`config.mk`:
```
export PLATFORM = sky130hd
export DESIGN_NAME = pc_sequencer
export DESIGN_NICKNAME = d
export VERILOG_FILES = /design/src/rtl/pc_sequencer.sv
export SDC_FILE = /design/constraint.sdc
export NUM_CORES = 1
export LEC_CHECK = 0
export ABC_CLOCK_PERIOD_IN_PS = 3700
export BUFFER_PORTS_ARGS = -buffer_cell sky130_fd_sc_hd__clkbuf_2
export CAP_MARGIN = 15
export CORE_ASPECT_RATIO = 1.1
export CORE_UTILIZATION = 40
export CTS_BUF_LIST = sky130_fd_sc_hd__clkbuf_4 sky130_fd_sc_hd__clkbuf_8
export CTS_CLUSTER_SIZE = 25
export DETAILED_ROUTE_END_ITERATION = 7
export MAX_ROUTING_LAYER = met4
export SKIP_LAST_GASP = 1
export SYNTH_ARGS = -nofsm -noshare
export SYNTH_HDL_FRONTEND = slang
export SYNTH_SLANG_ARGS = --single-unit
export TNS_END_PERCENT = 50
```
`constraint.sdc`:
```
create_clock -name clk -period 3.7 [get_ports clk]
set_input_delay 0.74 -clock clk [delete_from_list [all_inputs] [get_ports clk]]
set_output_delay 0.74 -clock clk [all_outputs]
set_load 0.005 [all_outputs]
```
`src/rtl/pc_sequencer.sv`:
```
// Program-counter sequencer for the MUSA core.
// Holds the fetch PC, selects the next PC from SEQ/BRANCH/JUMP/CALL/RET/HALT,
// drives push/pop strobes to the return-address stack and tracks its
// occupancy so that overflow/underflow halts the core with a sticky error.
//
// Handshake: an op is taken only when the sequencer is in RUN, instr_valid=1
// and stall=0. Otherwise the op is dropped and state holds. There is no
// back-pressure from the stack. stack_push/stack_pop are one-cycle strobes.
// After a push, stack_read_PC holds the pushed return address. After a pop,
// the stack presents the popped entry on stack_top one cycle later.
module pc_sequencer #(
  parameter int              WIDTH    = 18,
  parameter int              DEPTH    = 32768,
  parameter logic [WIDTH-1:0] RESET_PC = '0
) (
  input  logic             clk,
  input  logic             rst_n,
  input  logic             stall,
  input  logic             instr_valid,
  input  logic [2:0]       op,
  input  logic             cond,
  input  logic [WIDTH-1:0] target,
  output logic [WIDTH-1:0] pc,
  output logic             pc_valid,
  output logic [WIDTH-1:0] stack_read_PC,
  output logic             stack_push,
  output logic             stack_pop,
  input  logic [WIDTH-1:0] stack_top,
  output logic             halted,
  output logic             stack_err
);

  localparam int OCC_W = $clog2(DEPTH + 1);
  localparam logic [OCC_W-1:0] OCC_MAX = OCC_W'(DEPTH);
  localparam logic [OCC_W-1:0] OCC_ONE = OCC_W'(1);

  localparam logic [2:0] OP_SEQ    = 3'b000;
  localparam logic [2:0] OP_BRANCH = 3'b001;
  localparam logic [2:0] OP_JUMP   = 3'b010;
  localparam logic [2:0] OP_CALL   = 3'b011;
  localparam logic [2:0] OP_RET    = 3'b100;
  localparam logic [2:0] OP_HALT   = 3'b101;

  // RET is split in two waits: RET_POP while the stack reads, RET_LOAD to
  // capture the popped value from stack_top.
  typedef enum logic [1:0] {
    ST_RUN      = 2'd0,
    ST_RET_POP  = 2'd1,
    ST_RET_LOAD = 2'd2,
    ST_HALT     = 2'd3
  } state_t;

  state_t           state;
  logic [OCC_W-1:0] occ;
  logic [WIDTH-1:0] pc_inc;
  logic             accept;

  // The next sequential address wraps naturally at 2^WIDTH.
  assign pc_inc = pc + WIDTH'(1);
  assign accept = (state == ST_RUN) && instr_valid && !stall;

  // Sequencer FSM with all outputs registered; strobes default low every cycle.
  always_ff @(posedge clk or negedge rst_n) begin
    if (!rst_n) begin
      state         <= ST_RUN;
      pc            <= RESET_PC;
      pc_valid      <= 1'b1;
      stack_read_PC <= '0;
      stack_push    <= 1'b0;
      stack_pop     <= 1'b0;
      halted        <= 1'b0;
      stack_err     <= 1'b0;
      occ           <= '0;
    end else begin
      stack_push <= 1'b0;
      stack_pop  <= 1'b0;
      case (state)
        ST_RUN: begin
          if (accept) begin
            case (op)
              OP_BRANCH: pc <= cond ? target : pc_inc;
              OP_JUMP:   pc <= target;
              OP_CALL: begin
                if (occ < OCC_MAX) begin
                  pc            <= target;
                  stack_read_PC <= pc_inc;
                  stack_push    <= 1'b1;
                  occ           <= occ + OCC_ONE;
                end else begin
                  // Overflow: leave pc where it is so the faulting CALL is visible.
                  stack_err <= 1'b1;
                  halted    <= 1'b1;
                  pc_valid  <= 1'b0;
                  state     <= ST_HALT;
                end
              end
              OP_RET: begin
                if (occ != '0) begin
                  stack_pop <= 1'b1;
                  occ       <= occ - OCC_ONE;
                  pc_valid  <= 1'b0;
                  state     <= ST_RET_POP;
                end else begin
                  stack_err <= 1'b1;
                  halted    <= 1'b1;
                  pc_valid  <= 1'b0;
                  state     <= ST_HALT;
                end
              end
              OP_HALT: begin
                halted   <= 1'b1;
                pc_valid <= 1'b0;
                state    <= ST_HALT;
              end
              default: pc <= pc_inc;  // SEQ and reserved encodings
            endcase
          end
        end
        ST_RET_POP: begin
          state <= ST_RET_LOAD;
        end
        ST_RET_LOAD: begin
          pc       <= stack_top;
          pc_valid <= 1'b1;
          state    <= ST_RUN;
        end
        default: begin
          // HALT absorbs everything until reset.
          state <= ST_HALT;
        end
      endcase
    end
  end

endmodule

```
Yosys cells after proc, flatten, opt, wreduce, memory -nomap -nowiden
Index checks and enable logic that the tools add are counted.
Word-level totals
  input port bits: 44
  flip-flop bits (word level): 59
  logic and storage cells: 75
  output and inout port bits: 41
Cells by class
  reductions and logical operators: 16
  magnitude comparators: 1
  $add $sub $neg: 3
  equality and inequality tests: 17
  multiplexer cells: 29
Operators by type and width (number)
  $pmux 18 s4: 1
  $mux 18: 3
  $pmux 18 s2: 1
  $mux 16: 2
  $pmux 16 s2: 1
  $add 18x1->18 const B: 1
  $add 16x1->16 const B: 1
  $lt 16x16->1 const B: 1
  $reduce_bool 16->1: 1
  $sub 16x1->16 const B: 1
  $reduce_and 5->1: 3
  $mux 1: 12
  $ne 2x2->1 const B: 6
  $pmux 2 s3: 2
  $reduce_and 4->1: 3
  $eq 3x2->1 const B: 2
  $eq 3x3->1 const B: 2
  $mux 2: 3
  $ne 3x3->1 const B: 2
  $pmux 1 s2: 3
  $ne 4x1->1 const B: 1
  $reduce_bool 2->1: 2
  $eq 3x1->1 const B: 1
  $ne 3x2->1 const B: 1
  9 further kinds: 10

Depth between registers and ports, before layout
  depth after elaboration: 5
  depth in mapped cells: 10
  gate-level depth less buffers: 9

Least setup slack after synthesis
No wires, ideal clock.
  path type: input to register
  start point: input op[2]
  end point: register occ[12]
  cell stages on the path: 9
  path buffers: 0
  setup time: 127 ps
  arrival time: 2683 ps
  setup slack: 890 ps
  data required time: 3573 ps
  cells stage by stage: nor2b_1 > and2b_1 > ha_1 > a21o_1 > a211oi_2 > o21ai_1 > a31oi_1 > xor2_1 > o21ai_0
On the way
  word-level cells in the longest chain between the ends: 3
  elaborated cells on any way between the ends: 7
  classes of those cells: eq/ne: 4; mux: 1; reduce/logical: 2
Ends and longest elaborated chain
  start, declared: RTL line 20  | input logic [2:0] op,
  $eq 3x3->1 / $eq 3x2->1 (equally long branches): RTL line 80  | case (op)
  $ne 2x2->1 (no source line) / $reduce_bool 2->1 (equally long branches)
  $reduce_and 5->1 (no source line)
  end signal, assigned: RTL line 88  | occ <= occ + OCC_ONE;
  end signal, assigned: RTL line 100  | occ <= occ - OCC_ONE;
  end, declared: RTL line 54  | logic [OCC_W-1:0] occ;
Parallel ways exist; a longest one is shown, timed or not.
A chain may end at the register's enable or synchronous reset.

Final worst setup path
  start point: input op[2]
  end point: register occ[15]
The elaborated chain is that of the path after synthesis.

==> run_results.csv <==
group,metric,value,unit
power_and_ir_drop,cell_internal_pwr,992,uW
routing,drtAntennaViolNets,0,
synthesis,synth_cell_type_count,51,
worst_setup_path,path_class,"input port to register",
global_route,grt_max_degree,42,
finish,drive_gt1_share,22.5,%
placed_design,routabilityCongestion,0.851,
clock_network,ctsHoldBuffers,0,
floorplanning,start_util,41.0,%
placed_design,port-buffer-count,84,
run_status,status,"complete, no violations",
sta,finalCritPeriodShare,81.2,%
global_route,use_met2,37.9,%
power_and_ir_drop,ir_drop,0.000164,V
global_route,grt_usage,22.5,%
global_route,use_met3,4.35,%
worst_setup_path,crit_path_end_kind,"register",
sta,drv_slew,0,
floorplanning,core,8830,um^2
clock_network,cts-root-buf,"clkbuf_8",
synthesis,netlist.area_leader.share,40.1,%
floorplanning,die_area,9440,um^2
routing,avgRoutedWirePerCell,15.2,um
synthesis,async_reset_ff_share,100,%
synthesis,syn_nets,487,
run,maxCapViolCount,0,
clock_network,clkLatencyLatePin,330,ps
routing,dr.first_iter.drc_count,124,
sta,max_slew.worst_pin.slew,905,ps
synthesis,ys_ff_latch,59,
routing,vias_per_cell,5.34,
routing,vias,3356,
synthesis,syn_inst,424,
floorplanning,ios,85,
clock_network,cts_made_buffers,9,
clock_network,h-tree-depth,3,
worst_setup_path,reg2reg_to,"pc[7]$_DFFE_PN0P_",
synthesis,synth_common_cells,"nand2_1 (63), dfrtp_1 (58), o21ai_0 (49)",
worst_setup_path,crit_start,"op[2]",
clock_network,cts_max_path_buffers,2,
power_and_ir_drop,p_leak,0.00208,uW
sta,fmax,333,MHz
worst_setup_path,cp_max_fo,19,
worst_setup_path,r2r_slack,1230,ps
finish,area_growth,20.3,%
synthesis,yosys_warnings,0,
worst_setup_path,start_kind,"input port",
placed_design,hpwl,7180,um
sta,hold_violations,0,
worst_setup_path,arrival,3220,ps
sta,fin_crit,3000,ps
clock_network,path_clk_slew,70,ps
global_route,grtUsageMet1,27.8,%
synthesis,synth-edff-count,0,
global_route,antenna_found_initial,0,
floorplanning,placementRows,36,
finish,fin_area,4360,um^2
sta,hold_ws,363,ps
clock_network,cts_tree,"yes",
global_route,grt_pass1_wl,16100,um
synthesis,synth_area_leaders,"dfrtp_1 (40%), o21ai_0 (6.8%), nand2_1 (6.5%)",
synthesis,synthFlopType,"dfrtp_1",
global_route,grt_busiest_layer,"met2",
power_and_ir_drop,pwr-share-seq,49.7,%
routing,wl,9550,um
sta,setup_viol,0,
power_and_ir_drop,p_total,1340,uW
routing,drc,0,
sta,rsz0062_at_grt,"false",
synthesis,ys_seq_area_share,40.8,%
clock_network,cts_sinks,59,
clock_network,postCtsSetupBuffers,0,
worst_setup_path,r2r_cells,8,
global_route,first_global_vias,3234,
floorplanning,die_h,102,um
power_and_ir_drop,swShare,25.7,%
sta,max-slew-margin-rel,39.4,%
worst_setup_path,cp.required,3920,ps
placed_design,placed_cell_area,4160,um^2
clock_network,cts_resized,0,
sta,skew,8.95,ps
power_and_ir_drop,power_switching,343,uW
worst_setup_path,r2r-start,"state[0]$_DFFE_PN0P_",
routing,dr.pass1.iters,4,
power_and_ir_drop,combPwrFrac,9.2,%
synthesis,synth_area_leader_cell,"dfrtp_1",
power_and_ir_drop,powerDensity,306,nW/um^2
finish,fin_nets,573,
worst_setup_path,crit_path_end,"occ[15]$_DFFE_PN0P_",
sta,finalSetupTns,0,ps
power_and_ir_drop,pwr-share-clk,41.1,%
global_route,grt-ovfl-total,0,
synthesis,yosysMostFrequentCell,"nand2_1",
synthesis,syn_area,3620,um^2
hold_path,hp-class,"input port to async pin",
finish,fill_cells,876,
floorplanning,die_width,92.7,um
synthesis,syn_avg_cell_area,8.54,um^2
finish,antenna_cells,0,
registers in the layout, summed over array words and instances (netlist names):
register and cells:
pc_valid 1, stack_err 1, halted 1, occ 16, stack_push 1, stack_pop 1, state 2, pc 18
stack_read_PC 18
worst max-delay path: stages:
cell and delay [ps]:
clkbuf_2 100, nor2b_1 200, and2b_1 620, ha_1 310, nand3_1 130, nor4_1 530
o31ai_1 200, nor2_1 190, o21a_1 140, nor2_1 40
cell families after synthesis:
family / after synthesis / share of synthesized area [%]
simple gates: 155 / 19.3
compound gates: 139 / 23.5
flops: 59 / 40.8
xor+xnor: 28 / 6.77
buf+inv: 24 / 2.90
fa+ha+maj: 19 / 6.77
cells in the final DEF (no fill, tap or decap), drive strengths merged, types with 6 or more instances in the layout:
master	instances
and3	6
xnor2	12
xor2	16
a21oi	35
buf	7
clkbuf	96
nand3	9
ha	18
a211oi	10
nand2	63
a31oi	6
inv	8
a21o	7
dfrtp	58
nor2	48
o21ai	53
final cells by class:
type,count,area [um^2],share of cell area [%]
Clock inverter,4,25.0,0.574
Clock buffer,12,159,3.65
Sequential cell,59,1480,33.9
Multi-Input combinational cell,341,2040,46.8
Timing Repair Buffer,91,485,11.1
Inverter,8,30.0,0.689
Tap cell,114,143,3.27
routing by layer:
| layer | vias to the layer above | wire length [um] | share of wire, % |
|---|---|---|---|
| li1 | 1693 | - | - |
| met5 | - | 0 | 0 |
| met2 | 83 | 4610 | 48 |
| met3 | 5 | 427 | 4.5 |
| met1 | 1575 | 4450 | 47 |
| met4 | 0 | 63 | 0.66 |
power groups by stage:
stage	sequential [uW]	combinational, uW	clock (uW)
3_5_place_dp	676	122	0
4_1_cts	663	122	567
5_1_grt	665	140	592
6_report	664	123	549
2_1_floorplan	674	60.0	0
3_3_place_gp	675	120	0
metrics by stage:
stage               worst slack (ps)  util, %  cells
global placement                 388     47.1    612
floorplan                        890        -    424
CTS                              697     49.1    628
detailed placement               340     47.1    612
global route                     494     49.4    629
finish                           697     49.4    629
worst min-delay path by stage:
| stage | endpoint | slack [ps] | depth (start not counted) |
|---|---|---|---|
| final | stack_read_PC[8]$_DFFE_PN0P_ | 360 | 1 |
| after global routing | stack_read_PC[7]$_DFFE_PN0P_ | 390 | 1 |
| after CTS | stack_read_PC[12]$_DFFE_PN0P_ | 490 | 2 |
| after detailed placement | stack_read_PC[12]$_DFFE_PN0P_ | 470 | 2 |
| after global placement | stack_read_PC[8]$_DFFE_PN0P_ | 460 | 2 |
| after floorplan | halted$_DFFE_PN0P_ | 440 | 0 |
(Power assumes the default switching activity.)
